--- src/rtl/dmem_arb_pkg.sv ---
// Shared types and constants for the two-port data-memory arbiter.
// Optional statistics build is selected with DMEM_ARB_STATS_EN.
package dmem_arb_pkg;

    typedef enum logic [1:0] {
        IDLE  = 2'd0,
        OWN_A = 2'd1,
        OWN_B = 2'd2
    } arb_state_e;

    localparam logic PORT_A = 1'b0;
    localparam logic PORT_B = 1'b1;

    localparam int DEF_ADDR_W   = 16;
    localparam int DEF_DATA_W   = 16;
    localparam int DEF_MAX_HOLD = 8;

    function automatic logic [15:0] sat_inc16(input logic [15:0] value);
        if (value == 16'hFFFF) begin
            sat_inc16 = 16'hFFFF;
        end else begin
            sat_inc16 = value + 16'd1;
        end
    endfunction

endpackage

--- src/rtl/dmem_arb_stats.sv ---
// Saturating grant/conflict counters, present only when DMEM_ARB_STATS_EN is defined.
`ifdef DMEM_ARB_STATS_EN
module dmem_arb_stats
    import dmem_arb_pkg::*;
(
    input  logic        clk,
    input  logic        reset,
    input  logic        stat_clr,
    input  logic        a_gnt,
    input  logic        b_gnt,
    input  logic        conflict,
    output logic [15:0] stat_a_gnt,
    output logic [15:0] stat_b_gnt,
    output logic [15:0] stat_conflict
);

    logic [15:0] a_cnt_r;
    logic [15:0] b_cnt_r;
    logic [15:0] conflict_cnt_r;

    // Counters: clear wins over increment, increments stick at all-ones.
    always_ff @(posedge clk or posedge reset) begin
        if (reset) begin
            a_cnt_r        <= 16'd0;
            b_cnt_r        <= 16'd0;
            conflict_cnt_r <= 16'd0;
        end else if (stat_clr) begin
            a_cnt_r        <= 16'd0;
            b_cnt_r        <= 16'd0;
            conflict_cnt_r <= 16'd0;
        end else begin
            if (a_gnt) begin
                a_cnt_r <= sat_inc16(a_cnt_r);
            end else begin
                a_cnt_r <= a_cnt_r;
            end
            if (b_gnt) begin
                b_cnt_r <= sat_inc16(b_cnt_r);
            end else begin
                b_cnt_r <= b_cnt_r;
            end
            if (conflict) begin
                conflict_cnt_r <= sat_inc16(conflict_cnt_r);
            end else begin
                conflict_cnt_r <= conflict_cnt_r;
            end
        end
    end

    assign stat_a_gnt    = a_cnt_r;
    assign stat_b_gnt    = b_cnt_r;
    assign stat_conflict = conflict_cnt_r;

endmodule
`endif

--- src/rtl/dmem_arbiter.sv ---
// Round-robin arbiter with burst lock and starvation bound in front of the data memory.
// Define DMEM_ARB_STATS_EN to add the statistics counters and their ports.
module dmem_arbiter
    import dmem_arb_pkg::*;
#(
    parameter int ADDR_W   = DEF_ADDR_W,
    parameter int DATA_W   = DEF_DATA_W,
    parameter int MAX_HOLD = DEF_MAX_HOLD
) (
    input  logic              clk,
    input  logic              reset,
    input  logic              a_req,
    input  logic              a_we,
    input  logic              a_lock,
    input  logic [ADDR_W-1:0] a_addr,
    input  logic [DATA_W-1:0] a_wdata,
    output logic              a_gnt,
    output logic [DATA_W-1:0] a_rdata,
    output logic              a_rvalid,
    input  logic              b_req,
    input  logic              b_we,
    input  logic              b_lock,
    input  logic [ADDR_W-1:0] b_addr,
    input  logic [DATA_W-1:0] b_wdata,
    output logic              b_gnt,
    output logic [DATA_W-1:0] b_rdata,
    output logic              b_rvalid,
`ifdef DMEM_ARB_STATS_EN
    input  logic              stat_clr,
    output logic [15:0]       stat_a_gnt,
    output logic [15:0]       stat_b_gnt,
    output logic [15:0]       stat_conflict,
`endif
    output logic [ADDR_W-1:0] mem_access_addr,
    output logic [DATA_W-1:0] mem_write_data,
    output logic              mem_write_en,
    output logic              mem_read,
    input  logic [DATA_W-1:0] mem_read_data
);

    localparam int                HOLD_W    = $clog2(MAX_HOLD);
    localparam logic [HOLD_W-1:0] HOLD_LAST = HOLD_W'(MAX_HOLD - 1);
    localparam logic [HOLD_W-1:0] HOLD_ONE  = HOLD_W'(1);

    arb_state_e        state_r;
    logic              rr_ptr_r;
    logic [HOLD_W-1:0] hold_cnt_r;
    logic [DATA_W-1:0] a_rdata_r;
    logic [DATA_W-1:0] b_rdata_r;
    logic              a_rvalid_r;
    logic              b_rvalid_r;

    logic              win_vld_s;
    logic              win_port_s;
    logic              gnt_any_s;
    logic              a_gnt_s;
    logic              b_gnt_s;
    logic              sel_we_s;
    logic              sel_lock_s;
    logic [ADDR_W-1:0] sel_addr_s;
    logic [DATA_W-1:0] sel_wdata_s;
    logic              other_req_s;
    logic              owner_match_s;
    logic              hold_last_s;

    // Winner selection: owner keeps the port until the hold bound trips, else round-robin.
    always_comb begin
        win_vld_s   = 1'b0;
        win_port_s  = PORT_A;
        hold_last_s = (hold_cnt_r == HOLD_LAST);
        if ((state_r == OWN_A) && a_req && !(hold_last_s && b_req)) begin
            win_vld_s  = 1'b1;
            win_port_s = PORT_A;
        end else if ((state_r == OWN_B) && b_req && !(hold_last_s && a_req)) begin
            win_vld_s  = 1'b1;
            win_port_s = PORT_B;
        end else if (a_req && b_req) begin
            win_vld_s  = 1'b1;
            win_port_s = rr_ptr_r;
        end else if (a_req) begin
            win_vld_s  = 1'b1;
            win_port_s = PORT_A;
        end else if (b_req) begin
            win_vld_s  = 1'b1;
            win_port_s = PORT_B;
        end else begin
            win_vld_s  = 1'b0;
            win_port_s = PORT_A;
        end
    end

    // Winner's request fields; reset forces every grant and memory strobe low at once.
    always_comb begin
        gnt_any_s = win_vld_s & ~reset;
        a_gnt_s   = gnt_any_s & (win_port_s == PORT_A);
        b_gnt_s   = gnt_any_s & (win_port_s == PORT_B);
        if (win_port_s == PORT_A) begin
            sel_we_s      = a_we;
            sel_lock_s    = a_lock;
            sel_addr_s    = a_addr;
            sel_wdata_s   = a_wdata;
            other_req_s   = b_req;
            owner_match_s = (state_r == OWN_A);
        end else begin
            sel_we_s      = b_we;
            sel_lock_s    = b_lock;
            sel_addr_s    = b_addr;
            sel_wdata_s   = b_wdata;
            other_req_s   = a_req;
            owner_match_s = (state_r == OWN_B);
        end
    end

    // Memory-side drive, all zero when nobody is granted.
    always_comb begin
        if (gnt_any_s) begin
            mem_access_addr = sel_addr_s;
            mem_write_data  = sel_wdata_s;
            mem_write_en    = sel_we_s;
            mem_read        = ~sel_we_s;
        end else begin
            mem_access_addr = {ADDR_W{1'b0}};
            mem_write_data  = {DATA_W{1'b0}};
            mem_write_en    = 1'b0;
            mem_read        = 1'b0;
        end
    end

    // Ownership FSM, round-robin pointer, hold counter and per-port read capture.
    always_ff @(posedge clk or posedge reset) begin
        if (reset) begin
            state_r    <= IDLE;
            rr_ptr_r   <= PORT_A;
            hold_cnt_r <= {HOLD_W{1'b0}};
            a_rdata_r  <= {DATA_W{1'b0}};
            b_rdata_r  <= {DATA_W{1'b0}};
            a_rvalid_r <= 1'b0;
            b_rvalid_r <= 1'b0;
        end else begin
            a_rvalid_r <= a_gnt_s & ~a_we;
            b_rvalid_r <= b_gnt_s & ~b_we;
            if (a_gnt_s && !a_we) begin
                a_rdata_r <= mem_read_data;
            end else begin
                a_rdata_r <= a_rdata_r;
            end
            if (b_gnt_s && !b_we) begin
                b_rdata_r <= mem_read_data;
            end else begin
                b_rdata_r <= b_rdata_r;
            end
            if (win_vld_s) begin
                rr_ptr_r <= ~win_port_s;
                if (sel_lock_s) begin
                    case (win_port_s)
                        PORT_A:  state_r <= OWN_A;
                        PORT_B:  state_r <= OWN_B;
                        default: state_r <= IDLE;
                    endcase
                end else begin
                    state_r <= IDLE;
                end
                // Only a continuing owner facing a waiting peer accumulates hold time.
                if (sel_lock_s && other_req_s && owner_match_s) begin
                    if (hold_cnt_r == HOLD_LAST) begin
                        hold_cnt_r <= HOLD_LAST;
                    end else begin
                        hold_cnt_r <= hold_cnt_r + HOLD_ONE;
                    end
                end else begin
                    hold_cnt_r <= {HOLD_W{1'b0}};
                end
            end else begin
                rr_ptr_r   <= rr_ptr_r;
                state_r    <= IDLE;
                hold_cnt_r <= {HOLD_W{1'b0}};
            end
        end
    end

    assign a_gnt    = a_gnt_s;
    assign b_gnt    = b_gnt_s;
    assign a_rdata  = a_rdata_r;
    assign b_rdata  = b_rdata_r;
    assign a_rvalid = a_rvalid_r;
    assign b_rvalid = b_rvalid_r;

`ifdef DMEM_ARB_STATS_EN
    dmem_arb_stats u_stats (
        .clk           (clk),
        .reset         (reset),
        .stat_clr      (stat_clr),
        .a_gnt         (a_gnt_s),
        .b_gnt         (b_gnt_s),
        .conflict      (a_req & b_req),
        .stat_a_gnt    (stat_a_gnt),
        .stat_b_gnt    (stat_b_gnt),
        .stat_conflict (stat_conflict)
    );
`endif

endmodule
--- config.mk ---
export PLATFORM = sky130hd
export DESIGN_NAME = dmem_arbiter
export DESIGN_NICKNAME = d
export VERILOG_FILES = /design/src/rtl/dmem_arb_pkg.sv /design/src/rtl/dmem_arb_stats.sv /design/src/rtl/dmem_arbiter.sv
export SDC_FILE = /design/constraint.sdc
export NUM_CORES = 1
export LEC_CHECK = 0
export CORE_MARGIN = 4
export CORE_UTILIZATION = 38
export DETAILED_ROUTE_END_ITERATION = 12
export GPL_TIMING_DRIVEN = 0
export PLACE_DENSITY_LB_ADDON = 0.12
export SYNTH_ARGS = -nofsm -noshare
export SYNTH_HDL_FRONTEND = slang
export SYNTH_SLANG_ARGS = --single-unit
--- constraint.sdc ---
create_clock -name clk -period 4 [get_ports clk]
set_input_delay 0.8 -clock clk [delete_from_list [all_inputs] [get_ports clk]]
set_output_delay 0.8 -clock clk [all_outputs]
set_load 0.03 [all_outputs]
==> impl_metrics.csv <==
group,metric,value,unit
floorplan,dieArea,7128,sq um
worst_setup_path,crit_path_frequent_cell,"clkdlybuf4s50_1",
clocking,insertion_delay,0.29,ns
placed_design,routabilityCongestion,0.7981,
logic_synthesis,synth.distinct_cells,27,
placed_design,numPortBuffers,156,
worst_setup_path,cp_max_fo,10,
clocking,hold_buffers,0,
worst_setup_path,crit_buf_inv,4,
floorplan,floorplan.initialDensity,0.3982,
logic_synthesis,synth-seq-cells,40,
logic_synthesis,yosysWarnings,0,
worst_setup_path,crit_family,"buffers and inverters",
worst_setup_path,slowest_delay,0.66,ns
logic_synthesis,ys_async_sr_fraction,1.000,
floorplan,core,5574,sq um
grt,grt_max_degree,41,
detailed_routing,drc,0,
timing,relSlewSlack,0.4625,
logic_synthesis,yosysSeqAreaShare,0.4510,
logic_synthesis,synthTopCellsByCount,"dfrtp_1 (40), a21oi_1 (37), o21ai_0 (37)",
floorplan,io_pins,158,
timing,tightest_slew,0.8050,ns
worst_setup_path,cp.required,3.20,ns
power,p_per_area,380.8,nW/um^2
timing,drv_slew,0,
grt,grt_pass1_vias,2435,
grt,grt_antenna_before_repair,0,
clocking,htree_levels,2,
timing,setup_ws,0.09796,ns
timing,clock_skew,0.003967,ns
power,p_leak,0.001913,uW
worst_setup_path,crit_arrival,3.10,ns
placed_design,hpwl,6074,microns
timing,setup-violations-final,0,
logic_synthesis,yosysTopAreaCell,"dfrtp_1",
clocking,clk_pin_slew,0.07,ns
logic_synthesis,netlist_instances,232,
layout,finalNetCount,484,
logic_synthesis,postSynthAreaPerCell,9.567,sq um
flow_run,max-cap-violations,0,
floorplan,rows,27,
worst_setup_path,cp-start-kind,"primary input",
layout,antenna_cells,0,
clocking,cts-root-buf,"clkbuf_8",
timing,period_minus_slack,3.902,ns
floorplan,fp.dieH,84.43,microns
detailed_routing,ant_nets,0,
placed_design,post-place-ws,-0.003723,ns
clocking,clock_path_buffers,2,
worst_setup_path,crit_chain,"clkdlybuf4s50_1, o31ai_1, or4_1, buf_4, buf_6, nand2_1, clkdlybuf4s50_1",
floorplan,fp.dieW,84.43,microns
layout,fin_area,4036,sq um
logic_synthesis,synth_fp_nets,321,
detailed_routing,vias,2409,
clocking,cts_num_sinks,40,
logic_synthesis,yosys.area.top_type_share,0.4510,
logic_synthesis,yosysMostFrequentCell,"dfrtp_1",
logic_synthesis,synth_edf_count,0,
detailed_routing,drtIter0Drc,46,
detailed_routing,drt-pass1-iter-count,4,
clocking,cts_tree,"built",
placed_design,place_area,3871,sq um
layout,drive_gt1_frac,0.1465,
logic_synthesis,synth_ff_type,"dfrtp_1",
layout,area_growth,81.85,%
detailed_routing,wl,7639,microns
outcome,status,"finished clean",
timing,max_clock_freq,256.3,MHz
clocking,cts_buffers,5,
logic_synthesis,synth.area.top_cells,"dfrtp_1 (45%), mux2_2 (12%), a21oi_1 (8.3%), o21ai_0 (8.3%), nand3_1 (7.7%)",
worst_setup_path,path_class,"primary input to output pin",
timing,hold_violations,0,
detailed_routing,vias_per_cell,5.147,
hold_path,hold_class,"flop to flop",
worst_setup_path,slowest_stage,"clkdlybuf4s50_1",
grt,grt_pass1_wl,12120,microns
power,peakVddDrop,0.2752,mV
logic_synthesis,syn_area,2220,sq um
detailed_routing,wl_per_cell,16.32,microns
worst_setup_path,cp-end-kind,"output pin",
grt,gr-total-overflow,0,
grt,grt_usage,0.2081,
timing,period_share,0.9755,
timing,rsz0062_at_grt,"no",
cell type report:
cell class / instances / area (sq um)
Buffer: 23 / 120.1
Clock buffer: 6 / 82.58
Clock inverter: 2 / 10.01
Fill cell: 451 / 1538
Inverter: 7 / 26.28
Multi-Input combinational cell: 162 / 1100
Sequential cell: 40 / 1001
Tap cell: 72 / 90.09
Timing Repair Buffer: 156 / 1607
sequential cells by signal, summed over array words and instances (netlist names):
signal / flops
a_rdata: 16
b_rdata: 16
hold_cnt_r: 3
state_r: 2
a_rvalid: 1
b_rvalid: 1
rr_ptr_r: 1
cells by family after synthesis:
logic type / share of synthesized area
compound gates: 0.1928
buf+inv: 0.06201
simple gates: 0.1127
mux: 0.1759
flops: 0.4510
fa+ha+maj: 0.005636
final timing paths:
path                                    start     endpoint  slack [ns]  cells past startpoint
worst max-delay path                    b_req     mem_read         0.1                      7
worst min-delay path              b_rdata[12]  b_rdata[12]        0.50                      1
worst max register to register  hold_cnt_r[0]  a_rdata[12]        1.55                      8
worst min register to register    b_rdata[12]  b_rdata[12]        0.50                      1
max in group asynchronous               reset   a_rdata[4]        2.47                      2
min in group asynchronous               reset     rr_ptr_r        1.02                      2
per-layer routing:
| metal | wire length, microns | global-route usage |
|---|---|---|
| met4 | 133 | 0.04173 |
| met3 | 548 | 0.07360 |
| met1 | 3107 | 0.2483 |
| met5 | 0 | 0 |
| met2 | 3849 | 0.3637 |
cell usage in the layout, fill, tap and decap left out, types with 2 or more instances in the layout:
cell	Yosys	layout
o21ai_0	37	37
nor2_1	5	5
nand2_1	2	2
dfrtp_1	40	40
nand4b_1	2	2
clkbuf_2	0	7
mux2_2	24	24
clkinv_2	0	2
a21oi_1	37	37
clkbuf_8	0	6
nand3_1	34	34
clkbuf_1	17	10
inv_1	7	6
buf_2	2	2
buf_6	2	2
clkdlybuf4s50_1	0	138
buf_4	2	2
dlymetal6s2s_1	0	18
mux2_4	8	8
power breakdown:
group	internal [uW]	switching (uW)
Combinational	353	383
Clock	137	134
Sequential	488	42.8
Total	978	559
what timing repair did:
item	4_1_cts	5_1_grt
endpoints found under the setup margin	30	32
gates resized for setup	2	32
hold endpoints to repair	0	0
setup buffers	0	0
metrics by stage:
stage	TNS, ns	hold WS, ns	std cells	power (uW)	utilization
2_1_floorplan	0	0.5250	232	926.8	-
3_3_place_gp	0	0.4871	460	1262	0.6945
3_5_place_dp	-0.006427	0.4921	460	1278	0.6945
4_1_cts	0	0.5091	468	1554	0.7127
5_1_grt	0	0.5124	468	1616	0.7241
6_report	0	0.5038	468	1537	0.7241
Power figures use the tool's default switching activity.
